===== config.mk =====
export PLATFORM = sky130hd
export DESIGN_NAME = pci_arbiter
export DESIGN_NICKNAME = d
export VERILOG_FILES = /design/src/rtl/pci_arb_pkg.sv /design/src/rtl/pci_rr_picker.sv /design/src/rtl/pci_arbiter.sv
export SDC_FILE = /design/constraint.sdc
export NUM_CORES = 1
export LEC_CHECK = 0
export CORE_UTILIZATION = 40
export DETAILED_ROUTE_END_ITERATION = 6
export PLACE_DENSITY_LB_ADDON = 0.1
export SYNTH_ARGS = -nofsm -noshare
export SYNTH_HDL_FRONTEND = slang
export SYNTH_SLANG_ARGS = --single-unit

===== constraint.sdc =====
create_clock -name clk -period 6.4 [get_ports clk]
set_clock_uncertainty 0.2 [all_clocks]
set_input_delay 1.28 -clock clk [delete_from_list [all_inputs] [get_ports clk]]
set_output_delay 1.28 -clock clk [all_outputs]
set_load 0.05 [all_outputs]

===== src/rtl/pci_arb_pkg.sv =====
// Shared state type, default sizing and wrap helper for the PCI bus arbiter.
// Build option: PCI_ARB_PARK_EN enables bus parking on the last owner.
package pci_arb_pkg;

   localparam int DEF_N_MASTERS   = 4;
   localparam int DEF_GNT_TIMEOUT = 16;

   typedef enum logic [1:0] {
      ST_IDLE  = 2'd0,
      ST_GRANT = 2'd1,
      ST_BUSY  = 2'd2,
      ST_TURN  = 2'd3
   } arb_state_e;

   // With parking the rest state is PARK; it takes over the IDLE encoding.
   localparam arb_state_e ST_PARK = ST_IDLE;

   function automatic int unsigned rr_wrap(input int unsigned base,
                                           input int unsigned off,
                                           input int unsigned n);
      return (base + off) % n;
   endfunction

endpackage


===== src/rtl/pci_rr_picker.sv =====
// Combinational round-robin selector: first requester at or after ptr, wrapping.
// Build option PCI_ARB_PARK_EN has no effect on this block.
module pci_rr_picker
   import pci_arb_pkg::*;
#(
   parameter int N = DEF_N_MASTERS
)(
   input  logic [N-1:0]         req,
   input  logic [$clog2(N)-1:0] ptr,
   output logic [$clog2(N)-1:0] winner,
   output logic                 valid
);

   localparam int IW = $clog2(N);

   logic [IW-1:0] idx;

   always_comb begin
      // NOTE: every output gets a default before the loop so no path infers a latch.
      winner = '0;
      valid  = 1'b0;
      idx    = '0;
      for (int i = 0; i < N; i++) begin
         idx = IW'(rr_wrap(32'(ptr), unsigned'(i), unsigned'(N)));
         if (!valid && req[idx]) begin
            valid  = 1'b1;
            winner = idx;
         end
      end
   end

endmodule


===== src/rtl/pci_arbiter.sv =====
// Central PCI arbiter: round-robin grants, held through a transaction, revoked when unused.
// Build option: PCI_ARB_PARK_EN parks the bus on the last owner when nobody requests.
module pci_arbiter
   import pci_arb_pkg::*;
#(
   parameter int N_MASTERS   = DEF_N_MASTERS,
   parameter int GNT_TIMEOUT = DEF_GNT_TIMEOUT
)(
   input  logic                         clk,
   input  logic                         rst,
   input  logic [N_MASTERS-1:0]         req_n,
   input  logic                         frame,
   input  logic                         irdy,
   output logic [N_MASTERS-1:0]         gnt_n,
   output logic [$clog2(N_MASTERS)-1:0] owner,
   output logic                         bus_idle
);

   localparam int            IW       = $clog2(N_MASTERS);
   localparam int            CW       = (GNT_TIMEOUT > 1) ? $clog2(GNT_TIMEOUT) : 1;
   localparam logic [CW-1:0] CNT_LAST = CW'(GNT_TIMEOUT - 1);

`ifdef PCI_ARB_PARK_EN
   localparam logic [N_MASTERS-1:0] GNT_RST = ~N_MASTERS'(1);
`else
   localparam logic [N_MASTERS-1:0] GNT_RST = '1;
`endif

   arb_state_e           state_q, state_d;
   logic [IW-1:0]        ptr_q, ptr_d;
   logic [IW-1:0]        owner_q, owner_d;
   logic [CW-1:0]        cnt_q, cnt_d;
   logic [N_MASTERS-1:0] gnt_n_q, gnt_n_d;
   logic                 bus_idle_q, bus_idle_d;

   logic [N_MASTERS-1:0] req;
   logic [N_MASTERS-1:0] owner_vec;
   logic                 owner_req, other_req;
   logic                 frame_lo, irdy_lo, idle_now;
   logic [IW-1:0]        pick_idx;
   logic                 pick_vld;
   logic [IW-1:0]        owner_nxt;

   assign req       = ~req_n;
   assign owner_vec = N_MASTERS'(1) << owner_q;
   assign owner_req = req[owner_q];
   assign other_req = |(req & ~owner_vec);
   assign owner_nxt = IW'(rr_wrap(32'(owner_q), 32'd1, unsigned'(N_MASTERS)));

   // An undriven or unknown FRAME#/IRDY# misses the == 1'b0 test and so reads as idle.
   always_comb begin
      frame_lo = 1'b0;
      irdy_lo  = 1'b0;
      if (frame == 1'b0) frame_lo = 1'b1;
      if (irdy == 1'b0)  irdy_lo  = 1'b1;
   end

   assign idle_now = !frame_lo && !irdy_lo;

   pci_rr_picker #(
      .N (N_MASTERS)
   ) u_picker (
      .req    (req),
      .ptr    (ptr_q),
      .winner (pick_idx),
      .valid  (pick_vld)
   );

   always_comb begin
      state_d    = state_q;
      ptr_d      = ptr_q;
      owner_d    = owner_q;
      cnt_d      = cnt_q;
      gnt_n_d    = gnt_n_q;
      bus_idle_d = idle_now;

      case (state_q)
`ifdef PCI_ARB_PARK_EN
         ST_PARK: begin
            if (frame_lo) begin
               state_d = ST_BUSY;
               ptr_d   = owner_nxt;
            end else if (other_req) begin
               state_d = ST_TURN;
               gnt_n_d = '1;
            end else if (owner_req) begin
               state_d = ST_GRANT;
               cnt_d   = '0;
            end
         end
`else
         ST_IDLE: begin
            if (pick_vld) begin
               state_d = ST_GRANT;
               owner_d = pick_idx;
               gnt_n_d = ~(N_MASTERS'(1) << pick_idx);
               cnt_d   = '0;
            end
         end
`endif

         // Frame falling outranks both withdrawal and timeout on the same edge.
         ST_GRANT: begin
            if (frame_lo) begin
               state_d = ST_BUSY;
               ptr_d   = owner_nxt;
            end else if (!owner_req) begin
               state_d = ST_TURN;
               gnt_n_d = '1;
            end else if (cnt_q == CNT_LAST) begin
               state_d = ST_TURN;
               gnt_n_d = '1;
               ptr_d   = owner_nxt;
            end else begin
               cnt_d = cnt_q + 1'b1;
            end
         end

         ST_BUSY: begin
            if (idle_now) begin
               if (other_req) begin
                  state_d = ST_TURN;
                  gnt_n_d = '1;
               end else if (owner_req) begin
                  state_d = ST_GRANT;
                  cnt_d   = '0;
               end else begin
`ifdef PCI_ARB_PARK_EN
                  state_d = ST_PARK;
`else
                  state_d = ST_IDLE;
                  gnt_n_d = '1;
`endif
               end
            end
         end

         ST_TURN: begin
            if (pick_vld) begin
               state_d = ST_GRANT;
               owner_d = pick_idx;
               gnt_n_d = ~(N_MASTERS'(1) << pick_idx);
               cnt_d   = '0;
            end else begin
`ifdef PCI_ARB_PARK_EN
               state_d = ST_PARK;
               gnt_n_d = ~owner_vec;
`else
               state_d = ST_IDLE;
`endif
            end
         end

         default: begin
            state_d = ST_IDLE;
            gnt_n_d = GNT_RST;
         end
      endcase
   end

   // NOTE: non-blocking assignments so each flop sees the others' pre-edge values.
   always_ff @(posedge clk) begin
      if (rst) begin
         state_q    <= ST_IDLE;
         ptr_q      <= '0;
         owner_q    <= '0;
         cnt_q      <= '0;
         gnt_n_q    <= GNT_RST;
         bus_idle_q <= 1'b1;
      end else begin
         state_q    <= state_d;
         ptr_q      <= ptr_d;
         owner_q    <= owner_d;
         cnt_q      <= cnt_d;
         gnt_n_q    <= gnt_n_d;
         bus_idle_q <= bus_idle_d;
      end
   end

   assign gnt_n    = gnt_n_q;
   assign owner    = owner_q;
   assign bus_idle = bus_idle_q;

endmodule

## Yosys cells after proc, flatten, opt, wreduce, memory -nomap -nowiden

Cells that the tools add are included.

| cells by class | value |
|---|---|
| add/subtract/negate cells | 5 |
| magnitude comparators | 5 |
| equality and inequality tests | 17 |
| shift operators | 2 |
| muxes and demuxes | 46 |
| bitwise operators | 4 |
| reductions and logical operators | 15 |

Operators with widths:

| cell | count |
|---|---|
| two-way mux 4 bit | 14 |
| two-way mux 2 bit | 13 |
| case mux 4 bit (3 select lines) | 2 |
| < comparator 2 x 3 -> 1 bit, second input constant | 5 |
| inequality test 2 bit, second input constant | 7 |
| inverter 4 bit | 3 |
| two-way mux 1 bit | 11 |
| binary-select mux 1 bit (select 2 bit) | 5 |
| case mux 2 bit (4 select lines) | 1 |
| left shift 1 x 2 -> 4 bit, first input constant | 2 |
| AND reduction 7 bit | 1 |
| inequality test 2 x 1 -> 1 bit, second input constant | 3 |
| inequality test 3 bit, second input constant | 2 |
| AND reduction 3 bit | 2 |
| AND reduction 5 bit | 1 |
| adder 2 x 1 -> 2 bit, second input constant | 2 |
| adder 2 bit, second input constant | 2 |
| adder 4 x 1 -> 4 bit, second input constant | 1 |
| bitwise AND 4 bit | 1 |
| == test 2 bit, second input constant | 2 |
| == test 4 bit, second input constant | 1 |
| logical AND 1 bit | 4 |
| inequality test 4 bit, second input constant | 1 |
| OR reduction 4 bit | 1 |
| other kinds (5) | 7 |

| word-level totals | value |
|---|---|
| flip-flop bits (word level) | 15 |
| input bits | 8 |
| output and inout port bits | 7 |
| word-level logic and storage cells | 100 |

## Depth between registers and ports, before layout

| depth | value |
|---|---|
| word-level depth | 17 |
| depth in mapped cells | 7 |

## Hierarchy

Synthesis repeated with hierarchy kept, for this count alone.

| unflattened totals | value |
|---|---|
| cells, all modules | 133 |
| area, all modules | 1099.8 µm² |

By module, submodules not included:

| module | instances | cells an instance | area each (µm²) | seq. area each (µm²) |
|---|---|---|---|---|
| pci_arbiter | 1 | 118 | 1022.2 | 300.3 |
| pci_rr_picker | 1 | 15 | 77.6 | 0.0 |

## Worst setup path after synthesis

Ideal clock, no wire load.

| timing path | value |
|---|---|
| path type | input to register |
| from | in req_n[3] |
| to | reg cnt_q[3] |
| setup time | 0.134 ns |
| arrival time | 2.517 ns |
| path slack | 3.548 ns |
| cell stages on the path | 5 |
| path buffers | 0 |
| path through | mux4_2 > nor3_2 > o21ai_2 > o311ai_0 > o31ai_1 |

| between the ends | value |
|---|---|
| word-level cells in the longest chain between the ends | 15 |

RTL lines:

| what | RTL line | source |
|---|---|---|
| start, declared | pci_arbiter.sv:11 | `input logic [N_MASTERS-1:0] req_n,` |
| inverter 4 bit (*) | pci_arbiter.sv:44 | `assign req = ~req_n;` |
| binary-select mux 1 bit (select 2 bit) | pci_rr_picker.sv:25 | `if (!valid && req[idx]) begin` |
| two-way mux 1 bit (implied by the code) | pci_rr_picker.sv:25 |  |
| two-way mux 1 bit | pci_rr_picker.sv:25 |  |
| zero test 1 bit | pci_rr_picker.sv:25 |  |
| logical AND 1 bit | pci_rr_picker.sv:25 |  |
| two-way mux 1 bit | pci_rr_picker.sv:25 |  |
| zero test 1 bit | pci_rr_picker.sv:25 |  |
| logical AND 1 bit | pci_rr_picker.sv:25 |  |
| two-way mux 1 bit | pci_rr_picker.sv:25 |  |
| zero test 1 bit | pci_rr_picker.sv:25 |  |
| logical AND 1 bit | pci_rr_picker.sv:25 |  |
| two-way mux 1 bit | pci_rr_picker.sv:25 |  |
| inequality test 2 x 1 -> 1 bit (no source line) | -- |  |
| AND reduction 7 bit (no source line) (*) | -- |  |
| end signal, assigned | pci_arbiter.sv:174 | `cnt_q <= cnt_d;` |
| end, declared | pci_arbiter.sv:32 | `logic [CW-1:0] cnt_q, cnt_d;` |

Every way passes the cells marked *; elsewhere a longest branch is shown, timed or not. The select of a mux whose other input is x is not followed.
A chain may end at the register's enable or synchronous reset.

## Final worst setup path

| timing path | value |
|---|---|
| from | in req_n[2] |
| to | reg cnt_q[3] |

The elaborated chain is that of the path after synthesis.

==> results_dict.tcl <==
set metrics [dict create \
    status "finished, final reports clean" \
    cts_tree "built" \
    dieWidth_um 51.5 \
    slowest_delay_ns 0.57 \
    ir_drop_mv 0.196 \
    crit_path_start "req_n[2]" \
    pwr-share-clk 0.138 \
    path_cells "clkdlybuf4s50_1 -> mux4_2 -> nor3_2 -> o21ai_2 -> o311ai_0 -> o31ai_1" \
    synth_top_area_share 0.307 \
    synth-seq-area-share 0.307 \
    grt_pass1_wl_um 3860 \
    layout_common_cells "dfxtp_1 (15), clkdlybuf4s50_1 (14), o21ai_0 (11)" \
    drt-total-wl_um 2190 \
    cts.repair.resized 0 \
    yosys_most_used_dff "dfxtp_1" \
    diodes 0 \
    clkLatencyLatePin_ns 0.29 \
    max_cap_violations 0 \
    dp_hpwl_um 1680 \
    end_kind "register" \
    seqCellArea_um2 300 \
    synth_compound_area_frac 0.227 \
    yosys.area.top_type "dfxtp_1" \
    fin_crit_sh 0.510 \
    post_cts_buffers 0 \
    h-tree-depth 1 \
    overflow 0 \
    final_common_cell "dfxtp_1" \
    portBuffers 14 \
    pwr_density_cell_nw_per_um2 350 \
    synth_cells 112 \
    grt_usage 0.195 \
    required_ns 6.37 \
    drc_errors 0 \
    yosysUniqueCellTypes 38 \
    final_cells 155 \
    dp.cells 151 \
    nFillCells 239 \
    drt-vias-per-instance 5.72 \
    synthAdderAreaFrac 0.128 \
    tns_ns 0 \
    final_antenna_net_count 0 \
    wl_per_cell_um 14.1 \
    worst_setup_path_start_kind "input pin" \
    cts-root-buf "clkbuf_4" \
    place_ws_ns 2.85 \
    synth-xor-area-share 0 \
    drtIter0Drc 15 \
    numCtsBuffers 3 \
    worst_pin_slew_ns 0.575 \
    yosys.area_share.simple 0.198 \
    grt_pass1_vias 881 \
    p_leak_uw 0.000447 \
    p_sw_uw 184 \
    io_pins 15 \
    yosys-top-cells-area "dfxtp_1 (31%), ha_1 (13%), mux2i_1 (7.2%)" \
    syn_to_final_growth_pct 19.5 \
    slew_viol_final 0 \
    reg2regPathDepth 7 \
    cp.buffers_inverters 1 \
    clk_pin_slew_ns 0.10 \
    r2r_start "state_q[1]" \
    multiInputGateArea_um2 634 \
    final_net_count 146 \
    maxSlewHeadroom 0.613 \
    whs_ns 0.300 \
    first_pass_iters 4 \
    hold_violations 0 \
    synth_area_um2 980 \
    path_delay_family "compound AO/OA/AOI/OAI gates" \
    synth-edff-count 0 \
    synth_top_family_by_area "compound AO/OA/AOI/OAI gates" \
    crit_slowest_cell "mux4_2" \
    synth.ff_latch_count 15 \
    fp.dieH_um 51.5 \
    crit_arrival_ns 3.23 \
    max_freq_mhz 306 \
    setup_viol 0 \
    period_minus_slack_ns 3.26 \
    cts_sinks 15 \
    cts_buffer_depth 2 \
    die_area_um2 2650 \
    power_frac_comb 0.537 \
    syn_avg_cell_area_um2 8.75 \
    core_um2 2250 \
    grt_max_degree 17 \
    gp_congestion 0.797 \
    hold_path_class "register to register" \
    path_class "input pin to register" \
    power.internal_uw 225 \
    synth_mux_area_frac 0.0945 \
    cts_hold_buf 0 \
    rsz0062_at_grt "no" \
    ys_warn_count 0 \
    synth_nets 130 \
    r2r_setup_slack_ns 4.08 \
    route.vias.total 886 \
    cp.depth 6 \
    setup_ws_ns 3.14 \
    initial_core_util 0.435 \
    final_layout_size_suffix_gt1_frac 0.0866 \
    num_rows 17 \
    r2r-end "cnt_q[3]" \
    async_flop_share 0 \
    antenna_found_initial 0 \
    crit_end "cnt_q[3]" \
    cp_max_fo 8 \
    swShare 0.449 \
    p_seq_frac 0.326 \
]
==> synthesized netlist by cell type, types with 3 or more instances <==
cell type and count:
dfxtp_1 15, o21ai_0 11, ha_1 10, inv_1 9, nor2_1 9, mux2i_1 7, a21oi_1 6, clkbuf_1 3
nand2_1 3, nand2b_1 3, nand3_1 3
==> final cells by class <==
type                            count  area share
Sequential cell                    15       0.256
Timing Repair Buffer               14       0.120
Clock buffer                        3      0.0192
Tap cell                           28      0.0299
Clock inverter                      1     0.00427
Inverter                            9      0.0288
Multi-Input combinational cell     85       0.542
==> cells by family (layout without fill, tap and decap cells) <==
family / Yosys count / in the layout
mux: 8 / 8
buf+inv: 12 / 27
simple gates: 33 / 33
compound gates: 34 / 34
flops: 15 / 15
fa+ha+maj: 10 / 10
==> metrics by stage <==
stage          power, µW   util  area [µm²]
2_1_floorplan        298      -         980
3_3_place_gp         351  0.507        1140
3_5_place_dp         355  0.507        1140
4_1_cts              413  0.519        1170
5_1_grt              447  0.519        1170
6_report             410  0.519        1170
==> sequential cells by signal (all words and copies together), names as in the netlist <==
name and flops:
owner 2, state_q 2, gnt_n 4, cnt_q 4, ptr_q 2, bus_idle 1
==> power by group through the flow <==
stage | Sequential [µW] | Combinational [µW] | Clock (µW)
after global routing | 138 | 245 | 64.2
after CTS | 134 | 220 | 58.4
after floorplan | 164 | 134 | 0
after detailed placement | 135 | 220 | 0
final | 134 | 220 | 56.3
after global placement | 135 | 216 | 0
==> routing by layer <==
metal / global-route usage / vias up / wire length, µm / share of wire
met4: 0.0676 / 0 / 27 / 0.012
met1: 0.232 / 412 / 982 / 0.45
met2: 0.348 / 23 / 1100 / 0.50
li1: - / 447 / - / -
met3: 0.0351 / 4 / 80 / 0.037
met5: 0 / - / 0 / 0
==> worst min-delay path by stage <==
stage | end | depth (start not counted) | slack, ns | from
after floorplan | cnt_q[3] | 1 | 0.25 | cnt_q[3]
after global placement | cnt_q[3] | 1 | 0.28 | cnt_q[3]
after detailed placement | cnt_q[3] | 1 | 0.28 | cnt_q[3]
after CTS | cnt_q[0] | 1 | 0.31 | cnt_q[0]
after global routing | cnt_q[0] | 1 | 0.32 | cnt_q[0]
final | cnt_q[0] | 1 | 0.30 | cnt_q[0]
No activity file was read; power rests on OpenSTA's default activity.
